File: src/rtl/eth_pcs_pkg.sv
// Shared 64b/66b PCS types, LFSR defaults and the bit-serial descrambler function
// used by eth_descrambler_pipe (optional monitor macro: ETH_DESCRAMBLER_BER_MON_EN).
package eth_pcs_pkg;

    typedef logic [1:0] sync_hdr_t;

    localparam sync_hdr_t HDR_DATA = 2'b01;
    localparam sync_hdr_t HDR_CTRL = 2'b10;

    localparam int LFSR_STATE_W = 58;
    localparam int LFSR_TAP_A   = 38;
    localparam int LFSR_TAP_B   = 57;
    localparam int MAX_W        = 64;

    typedef struct packed {
        logic [MAX_W-1:0] state;
        logic [MAX_W-1:0] data;
    } descr_res_t;

    // Operands are right-aligned in MAX_W-bit containers; bits above dw/sw are ignored.
    function automatic descr_res_t descramble_word(
        input logic [MAX_W-1:0] din,
        input logic [MAX_W-1:0] s_in,
        input int               dw,
        input int               sw,
        input logic [5:0]       tap_a,
        input logic [5:0]       tap_b
    );
        descr_res_t       res;
        logic [MAX_W-1:0] s;
        logic [MAX_W-1:0] mask;
        logic [5:0]       jj;
        s        = s_in;
        res.data = '0;
        mask     = (sw >= MAX_W) ? '1 : ((MAX_W'(1) << sw) - MAX_W'(1));
        for (int j = MAX_W - 1; j >= 0; j--) begin
            jj = 6'(j);
            if (j < dw) begin
                res.data[jj] = din[jj] ^ s[tap_a] ^ s[tap_b];
                s = ((s << 1) | MAX_W'(din[jj])) & mask;
            end
        end
        res.state = s;
        return res;
    endfunction

endpackage

File: src/rtl/eth_skid_buffer.sv
// Two-entry valid/ready stage: an output register plus one skid entry, with a
// registered ready so the upstream path never sees a combinational ready.
module eth_skid_buffer #(
    parameter int WIDTH = 35
) (
    input  logic             i_clk,
    input  logic             i_rst,
    input  logic             i_valid,
    output logic             o_ready,
    input  logic [WIDTH-1:0] i_data,
    output logic             o_valid,
    input  logic             i_ready,
    output logic [WIDTH-1:0] o_data
);

    logic             r_out_valid;
    logic             r_skid_valid;
    logic [WIDTH-1:0] r_out_data;
    logic [WIDTH-1:0] r_skid_data;
    logic             w_accept;
    logic             w_out_free;

    assign o_ready    = ~r_skid_valid;
    assign o_valid    = r_out_valid;
    assign o_data     = r_out_data;
    assign w_accept   = i_valid & ~r_skid_valid;
    assign w_out_free = ~r_out_valid | i_ready;

    always_ff @(posedge i_clk or posedge i_rst) begin
        if (i_rst) begin
            r_out_valid  <= 1'b0;
            r_skid_valid <= 1'b0;
            r_out_data   <= '0;
            r_skid_data  <= '0;
        end else if (w_out_free) begin
            // A held skid beat always goes first; ready is low while it is held.
            if (r_skid_valid) begin
                r_out_data   <= r_skid_data;
                r_out_valid  <= 1'b1;
                r_skid_valid <= 1'b0;
            end else if (w_accept) begin
                r_out_data  <= i_data;
                r_out_valid <= 1'b1;
            end else begin
                r_out_valid <= 1'b0;
            end
        end else if (w_accept) begin
            r_skid_data  <= i_data;
            r_skid_valid <= 1'b1;
        end
    end

endmodule

File: src/rtl/eth_descrambler_pipe.sv
// Self-synchronising 64b/66b RX descrambler with header pass-through and skid buffering.
// Define ETH_DESCRAMBLER_BER_MON_EN to build the invalid-header (hi-BER) monitor.
module eth_descrambler_pipe
    import eth_pcs_pkg::*;
#(
    parameter int                 DATA_WIDTH = 32,
    parameter int                 STATE_W    = LFSR_STATE_W,
    parameter int                 TAP_A      = LFSR_TAP_A,
    parameter int                 TAP_B      = LFSR_TAP_B,
    parameter logic [STATE_W-1:0] SEED       = '1,
    parameter int                 BER_WINDOW = 1024,
    parameter int                 BER_THRESH = 16
) (
    input  logic                  i_clk,
    input  logic                  i_rst,
    input  logic                  i_bypass,
    input  logic                  i_valid,
    output logic                  o_ready,
    input  logic [DATA_WIDTH-1:0] i_data,
    input  logic [1:0]            i_header,
    input  logic                  i_headervalid,
    output logic                  o_valid,
    input  logic                  i_ready,
    output logic [DATA_WIDTH-1:0] o_data,
    output logic [1:0]            o_header,
    output logic                  o_headervalid,
    output logic                  o_hi_ber,
    output logic [7:0]            o_err_count
);

    localparam int SKID_W = DATA_WIDTH + 3;

    logic [STATE_W-1:0]    r_state;
    descr_res_t            w_res;
    logic                  w_unused;
    logic                  w_ready;
    logic                  w_accept;
    logic [DATA_WIDTH-1:0] w_word;
    logic [SKID_W-1:0]     w_skid_in;
    logic [SKID_W-1:0]     w_skid_out;

    assign w_res    = descramble_word(MAX_W'(i_data), MAX_W'(r_state), DATA_WIDTH, STATE_W,
                                      6'(TAP_A), 6'(TAP_B));
    assign w_unused = ^w_res;
    assign w_accept = i_valid & w_ready;
    assign o_ready  = w_ready;

    // State always follows the line bits, so bypass beats keep the descrambler in sync.
    assign w_word    = i_bypass ? i_data : w_res.data[DATA_WIDTH-1:0];
    assign w_skid_in = {i_header, i_headervalid, w_word};

    always_ff @(posedge i_clk or posedge i_rst) begin
        if (i_rst) begin
            r_state <= SEED;
        end else if (w_accept) begin
            r_state <= w_res.state[STATE_W-1:0];
        end
    end

    eth_skid_buffer #(
        .WIDTH (SKID_W)
    ) u_skid (
        .i_clk   (i_clk),
        .i_rst   (i_rst),
        .i_valid (i_valid),
        .o_ready (w_ready),
        .i_data  (w_skid_in),
        .o_valid (o_valid),
        .i_ready (i_ready),
        .o_data  (w_skid_out)
    );

    assign o_header      = w_skid_out[SKID_W-1 -: 2];
    assign o_headervalid = w_skid_out[DATA_WIDTH];
    assign o_data        = w_skid_out[DATA_WIDTH-1:0];

`ifdef ETH_DESCRAMBLER_BER_MON_EN
    localparam int WIN_W = $clog2(BER_WINDOW + 1);

    logic [WIN_W-1:0] r_win_cnt;
    logic [7:0]       r_err_cnt;
    logic             r_hi_ber;
    logic [7:0]       w_err_next;
    logic             w_hdr_beat;
    logic             w_hdr_bad;
    logic             w_win_end;
    logic             w_over;

    assign w_hdr_beat = w_accept & i_headervalid;
    assign w_hdr_bad  = (i_header == 2'b00) | (i_header == 2'b11);
    assign w_err_next = (w_hdr_bad && (r_err_cnt != 8'hFF)) ? r_err_cnt + 8'd1 : r_err_cnt;
    assign w_win_end  = (r_win_cnt == WIN_W'(BER_WINDOW - 1));
    assign w_over     = (w_err_next >= 8'(BER_THRESH));

    always_ff @(posedge i_clk or posedge i_rst) begin
        if (i_rst) begin
            r_win_cnt <= '0;
            r_err_cnt <= '0;
            r_hi_ber  <= 1'b0;
        end else if (w_hdr_beat) begin
            if (w_win_end) begin
                // Flag only drops after a whole window below threshold.
                r_win_cnt <= '0;
                r_err_cnt <= '0;
                r_hi_ber  <= w_over;
            end else begin
                r_win_cnt <= r_win_cnt + WIN_W'(1);
                r_err_cnt <= w_err_next;
                if (w_over) begin
                    r_hi_ber <= 1'b1;
                end
            end
        end
    end

    assign o_hi_ber    = r_hi_ber;
    assign o_err_count = r_err_cnt;
`else
    assign o_hi_ber    = 1'b0;
    assign o_err_count = 8'd0;
`endif

endmodule
File: config.mk
export PLATFORM = sky130hd
export DESIGN_NAME = eth_descrambler_pipe
export DESIGN_NICKNAME = d
export VERILOG_FILES = /design/src/rtl/eth_pcs_pkg.sv /design/src/rtl/eth_skid_buffer.sv /design/src/rtl/eth_descrambler_pipe.sv
export SDC_FILE = /design/constraint.sdc
export NUM_CORES = 1
export LEC_CHECK = 0
export ABC_AREA = 1
export ABC_CLOCK_PERIOD_IN_PS = 3800
export BUFFER_PORTS_ARGS = -buffer_cell sky130_fd_sc_hd__buf_2
export CELL_PAD_IN_SITES_DETAIL_PLACEMENT = 1
export CELL_PAD_IN_SITES_GLOBAL_PLACEMENT = 2
export CORE_MARGIN = 5
export CORE_UTILIZATION = 30
export DETAILED_ROUTE_END_ITERATION = 7
export PLACE_DENSITY = 0.76
export SETUP_SLACK_MARGIN = 0.4
export SYNTH_ARGS = -nofsm -noshare
export SYNTH_HDL_FRONTEND = slang
export SYNTH_SLANG_ARGS = --single-unit
File: constraint.sdc
create_clock -name i_clk -period 3.8 [get_ports i_clk]
set_input_delay 0.19 -clock i_clk [delete_from_list [all_inputs] [get_ports i_clk]]
set_output_delay 0.19 -clock i_clk [all_outputs]
set_load 0.005 [all_outputs]
==> flow_metrics.tcl, run 1 <==
set metrics [dict create \
    status "finished, violations left" \
    violations "hold timing" \
    final_common_cell "nand2_1" \
    post-route-period-util 0.605 \
    slowest_delay_ns 0.73 \
    worstPathCellList "inv_4, nand2_4, buf_4, inv_1, o21ai_0" \
    max_freq_ghz 0.435 \
    drcViolationCount 0 \
    p_sw_frac 0.296 \
    final_cell_mix "nand2_1, inv_1, buf_2" \
    wl_per_cell_um 15.5 \
    p_leak_nw 3.96 \
    finalHoldViolCount 7 \
    multi_input_area_mm2 0.00250 \
    place_area_mm2 0.00708 \
    grt_usage 0.158 \
    dieArea_mm2 0.0249 \
    p_sw_mw 1.36 \
    setup_viol_count_final 0 \
    hpwlAfterDp_um 12700 \
    gp_congestion 0.748 \
    path_class "reg -> reg" \
    grt_pass1_vias 5686 \
    timing.setup.tns_ns 0 \
    slew_viol_final 0 \
    start_kind "register" \
    p_seq_frac 0.414 \
    cts_sinks 130 \
    max-slew-margin-rel 0.258 \
    first_iter_violations 214 \
    clock_skew_ns 0.00921 \
    ys_ff_latch 130 \
    synth_compound_area_frac 0.0960 \
    grt_pass1_wl_um 30600 \
    drv_cap 0 \
    cts_setup_buffers 0 \
    firstDrtPassIters 4 \
    fp-row-count 54 \
    root_buffer "clkbuf_16" \
    clock_latency_ns 0.42 \
    critPathBufInv 3 \
    nNetsFinal 964 \
    finalWirelength_um 18900 \
    p_total_mw 4.59 \
    max_slew.worst_pin.slew_ns 1.11 \
    chipHeight_um 158 \
    final_util 0.358 \
    combPwrFrac 0.191 \
    core_mm2 0.0217 \
    ff_latch_area_mm2 0.00333 \
    synthSimpleGateAreaFrac 0.280 \
    ios 86 \
    vias_per_cell 4.54 \
    cts-resized-gates 0 \
    synth_top_family_by_area "simple AND/OR/NAND/NOR gates" \
    htreeDepth 4 \
    layout_min_cycle_time_ns 2.30 \
    die_x_um 158 \
    fillers 2678 \
    io_buffers 76 \
    pwr-share-clk 0.394 \
    grt_antenna_before_repair 0 \
    synth_area_per_cell_um2 7.62 \
    synth.distinct_cells 22 \
    rsz0062_at_grt "false" \
    fin_hold_ws_ns -0.0377 \
    initial_core_util 0.302 \
    hold_class "in -> async" \
    clk_pin_slew_ns 0.06 \
    syn-cell-area_mm2 0.00656 \
    syn2layout_area_growth_pct 18.4 \
    cp_top_family "buffers and inverters" \
    layout-drive-gt1-share 0.191 \
    cpMaxStageDelayCell "buf_4" \
    crit_path_end_kind "register" \
    ys_seq_area_frac 0.507 \
    cts_buffers 17 \
    cts_tree "yes" \
    p_int_mw 3.23 \
    critPathRequiredTime_ns 4.12 \
    syn_inst 861 \
    grt-ovfl-total 0 \
    p_per_area_mw_per_mm2 591 \
    grt_max_degree 131 \
    cts_buffer_depth 2 \
    ir_drop_mv 0.301 \
    synthAdderAreaFrac 0 \
    hold_buffers 3 \
    n_antenna_cell 0 \
    finalInstanceArea_mm2 0.00776 \
    postRouteAntennaNets 0 \
    crit_arrival_ns 2.62 \
    critical_path.max_fanout 103 \
    synth_warnings 0 \
    synth_xor_area_frac 0 \
    vias 5531 \
    synthMuxAreaShare 0 \
]
## synth_stat cells, drive strengths merged
cell type / instances / share of area
clkbuf: 11 / 0.0069
nor2: 8 / 0.010
o21ai: 90 / 0.069
inv: 123 / 0.071
nand3: 64 / 0.049
buf: 36 / 0.038
dfrtp: 72 / 0.27
a21oi: 32 / 0.024
nand4: 32 / 0.031
nand2: 331 / 0.19
conb: 1 / 0.00057
dfstp: 58 / 0.23
a31oi: 3 / 0.0029
## final timing paths
check                                    start                     end  slack [ns]  cells after the start
max in group asynchronous                i_rst   u_skid.r_skid_data[8]        3.26                      3
max reg2reg                u_skid.r_skid_valid             r_state[35]        1.50                      5
min reg2reg                  u_skid.o_data[27]       u_skid.o_data[27]        0.47                      2
min                                      i_rst  u_skid.r_skid_data[26]       -0.04                      3
min in group i_clk                   i_data[7]              r_state[7]        0.02                      3
max                        u_skid.r_skid_valid             r_state[35]        1.50                      5
## worst min-delay path, stage by stage
cell	delay (ns)
buf_2	0.11
clkinvlp_4	0.07
buf_12	0.50
## registers in the layout (all words and copies together) (netlist names)
register	count
u_skid.o_data	35
r_state	58
u_skid.r_skid_valid	1
u_skid.r_skid_data	35
u_skid.o_valid	1
## area by class of cell
type	instances	area share
timing repair buffer	83	0.0600
clock inverter	9	0.0193
inverter	123	0.0606
sequential	130	0.428
multi-input combinational	569	0.322
clock buffer	23	0.0642
tap	280	0.0451
## cell families after synthesis
group | Yosys count
AND/OR/NAND/NOR | 435
other | 1
flip-flops | 130
buffers and inverters | 170
AO/OA/AOI/OAI | 125
## power groups by stage
stage	clock [mW]	sequential (mW)	combinational [mW]
after floorplan	0	1.88	0.603
after global placement	0	1.92	0.870
after detailed placement	0	1.93	0.892
after CTS	1.85	1.91	0.904
after global routing	1.93	1.94	1.02
final	1.81	1.90	0.879
## layer usage
layer / track usage / up-vias / part of all wire
met5: 0 / - / 0
met4: 0.0430 / 0 / 0.012
met1: 0.229 / 2612 / 0.52
met2: 0.237 / 83 / 0.43
li1: - / 2820 / -
met3: 0.0361 / 16 / 0.037
## metrics by stage
step           hold WS [ns]  worst slack, ns  cells
4_1_cts             0.00940             1.44   1217
5_1_grt              0.0185             1.22   1217
6_report            -0.0377             1.50   1217
2_1_floorplan         0.306             2.05    869
3_3_place_gp          0.416             1.58   1182
3_5_place_dp          0.420             1.46   1182
Power figures use the tool's default switching activity.
==> inputs of run 2 (changes only) <==
--- a/config.mk
+++ b/config.mk
@@ -5,15 +5,15 @@
 export SDC_FILE = /design/constraint.sdc
 export NUM_CORES = 1
 export LEC_CHECK = 0
-export ABC_AREA = 1
-export ABC_CLOCK_PERIOD_IN_PS = 3800
+export ABC_AREA = 0
+export ABC_CLOCK_PERIOD_IN_PS = 2300
 export BUFFER_PORTS_ARGS = -buffer_cell sky130_fd_sc_hd__buf_2
 export CELL_PAD_IN_SITES_DETAIL_PLACEMENT = 1
 export CELL_PAD_IN_SITES_GLOBAL_PLACEMENT = 2
 export CORE_MARGIN = 5
-export CORE_UTILIZATION = 30
+export CORE_UTILIZATION = 36
 export DETAILED_ROUTE_END_ITERATION = 7
-export PLACE_DENSITY = 0.76
+export PLACE_DENSITY = 0.77
 export SETUP_SLACK_MARGIN = 0.4
 export SYNTH_ARGS = -nofsm -noshare
 export SYNTH_HDL_FRONTEND = slang
==> constraint.sdc (replaced) <==
create_clock -name i_clk -period 2.3 [get_ports i_clk]
set_input_delay 0.115 -clock i_clk [delete_from_list [all_inputs] [get_ports i_clk]]
set_output_delay 0.115 -clock i_clk [all_outputs]
set_load 0.005 [all_outputs]
==> run 2 against run 1 <==
The run now ends clean. Count of clock-buffer cells in the layout rose by 1. Die area decreased by 18%. Routed wire length shrank 17%. Non-clock buffer count is 37 higher. Clock power is 50% higher. Critical endpoint is now u_skid.r_skid_data[10]. Largest cell class unchanged.
==> flow_metrics.tcl, run 2 <==
set metrics [dict create \
    status "finished, final reports clean" \
    max_freq_ghz 0.599 \
    rsz0062_at_grt "false" \
    dp_cells 849 \
    cts_sinks 130 \
    layout_min_cycle_time_ns 1.67 \
    final_cells 916 \
    nNetsFinal 718 \
    synth-edff-count 0 \
    chipHeight_um 143 \
    gp_congestion 0.781 \
    n_antenna_cell 0 \
    regMostFlops "r_state" \
    drcViolationCount 0 \
    synth_compound_area_frac 0.147 \
    ff2ff_setup_slack_ns 0.63 \
    synthArstFlopShare 1.00 \
    synthMuxAreaShare 0.114 \
    ys_ff_latch 130 \
    cts_tree "yes" \
    vias_per_cell 4.91 \
    root_buffer "clkbuf_16" \
    worstPathCellList "nand2b_4, nor2_8, buf_12, nor2_1, a21oi_2" \
    synth_warnings 0 \
    synthTopCellsByArea "dfrtp_1, dfstp_2, mux2_2, xnor2_1, a21oi_2" \
    io_buffers 76 \
    cpMaxStageDelayCell "dfrtp_2" \
    critPathBufInv 1 \
    grt_antenna_before_repair 0 \
    hp-start "i_data[14]" \
    final_common_cell "buf_2" \
    max-slew-margin-rel 0.425 \
    layout-drive-gt1-share 0.372 \
    hpwlAfterDp_um 11000 \
    clock_skew_ns 0.0100 \
    synth-main-ff-cell "dfrtp_1" \
    fillers 1897 \
    crit_arrival_ns 2.02 \
    final_cell_mix "buf_2, dfrtp_1, nor2_1" \
    slowest_delay_ns 0.44 \
    max_slew.worst_pin.slew_ns 0.863 \
    final_util 0.451 \
    grt_usage 0.163 \
    grt-ovfl-total 0 \
    grt_pass1_wl_um 25800 \
    synth_top_family_by_area "compound AO/OA/AOI/OAI gates" \
    start_kind "register" \
    p_per_area_mw_per_mm2 997 \
    synth.distinct_cells 29 \
    yosys-top-cells-count "dfrtp_1, nor2_1, dfstp_2" \
    drv_cap 0 \
    core_mm2 0.0174 \
    synthAdderAreaFrac 0 \
    syn-cell-area_mm2 0.00637 \
    path_class "reg -> reg" \
    ff_latch_area_mm2 0.00333 \
    ios 86 \
    crit_path_start "u_skid.r_skid_valid" \
    synth_area_per_cell_um2 11.1 \
    cts_setup_buffers 0 \
    synth_largest_area_cell "dfrtp_1" \
    p_leak_nw 3.15 \
    finalWirelength_um 15700 \
    vias 4495 \
    hold_class "in -> reg" \
    dieArea_mm2 0.0205 \
    crit_path_end_kind "register" \
    r2r-start "u_skid.r_skid_valid" \
    wl_per_cell_um 17.1 \
    clock_latency_ns 0.42 \
    timing.setup.tns_ns 0 \
    p_total_mw 7.82 \
    fp-row-count 48 \
    critical_path.max_fanout 64 \
    die_x_um 143 \
    post-route-period-util 0.726 \
    finalHoldViolCount 0 \
    synth_top_cell_area_share 0.283 \
    synth_xor_area_frac 0.0440 \
    setup_viol_count_final 0 \
    largest_register_ff_count 58 \
    grt_pass1_vias 4908 \
    syn_inst 575 \
    postRouteAntennaNets 0 \
    ys_seq_area_frac 0.522 \
    cts_buffers 17 \
    firstDrtPassIters 4 \
    cts_buffer_depth 2 \
    grt_max_degree 65 \
    htreeDepth 4 \
    critPathRequiredTime_ns 2.65 \
    slew_viol_final 0 \
    cp_top_family "simple AND/OR/NAND/NOR gates" \
    clk_pin_slew_ns 0.06 \
    syn2layout_area_growth_pct 23.0 \
    initial_core_util 0.367 \
    synthSimpleGateAreaFrac 0.124 \
    first_iter_violations 188 \
    synth.most_common_cell "dfrtp_1" \
    ir_drop_mv 0.592 \
    multi_input_area_mm2 0.00279 \
]
[run 2: what timing repair did]
item,CTS,global route
hold buffers,35,0
setup endpoints to repair,0,0
hold endpoints to repair,49,0
gates resized for setup,0,0
[run 2: layout make-up]
class	instances	area share
Clock inverter	8	0.00878
Tap cell	225	0.0359
Inverter	2	0.00144
Clock buffer	24	0.0671
Timing Repair Buffer	120	0.107
Multi-Input combinational cell	407	0.356
Sequential cell	130	0.425
[run 2: per-stage QoR]
| stage | hold slack, ns | worst slack, ns | instance area, um2 |
|---|---|---|---|
| final | 0.0193 | 0.630 | 7840 |
| after CTS | 0.00894 | 0.632 | 7840 |
| after global routing | 0.00720 | 0.550 | 7840 |
| after detailed placement | 0.157 | 0.561 | 6890 |
| after floorplan | 0.227 | 0.623 | 6400 |
| after global placement | 0.149 | 0.647 | 6890 |
[run 2: worst reg2reg max path, cell delays in order (launching register included)]
cell and delay (ns):
dfrtp_2 0.44, nand2b_4 0.31, nor2_8 0.24, buf_12 0.34, nor2_1 0.15, a21oi_2 0.11
[run 2: final timing paths]
path | end | depth (start not counted)
max | u_skid.r_skid_data[10] | 5
max reg2reg | u_skid.r_skid_data[10] | 5
max in group asynchronous | r_state[27] | 4
min reg2reg | u_skid.o_data[23] | 2
min in group asynchronous | u_skid.o_data[3] | 3
min | r_state[14] | 2
[run 2: cell families after synthesis]
group | Yosys count
buffers and inverters | 46
flip-flops | 130
XOR/XNOR | 32
multiplexers | 64
other | 1
AO/OA/AOI/OAI | 132
AND/OR/NAND/NOR | 170
[run 2: power by group]
part,switching (mW),internal [mW]
clock network,1.01,1.70
logic,0.915,0.870
registers,0.353,2.96
[run 2: layer usage]
| metal | GRT usage | wire (um) | vias up |
|---|---|---|---|
| li1 | - | - | 2170 |
| met1 | 0.209 | 7270 | 2240 |
| met2 | 0.276 | 7750 | 68 |
| met3 | 0.0325 | 438 | 17 |
| met4 | 0.0520 | 212 | 0 |
| met5 | 0 | 0 | - |
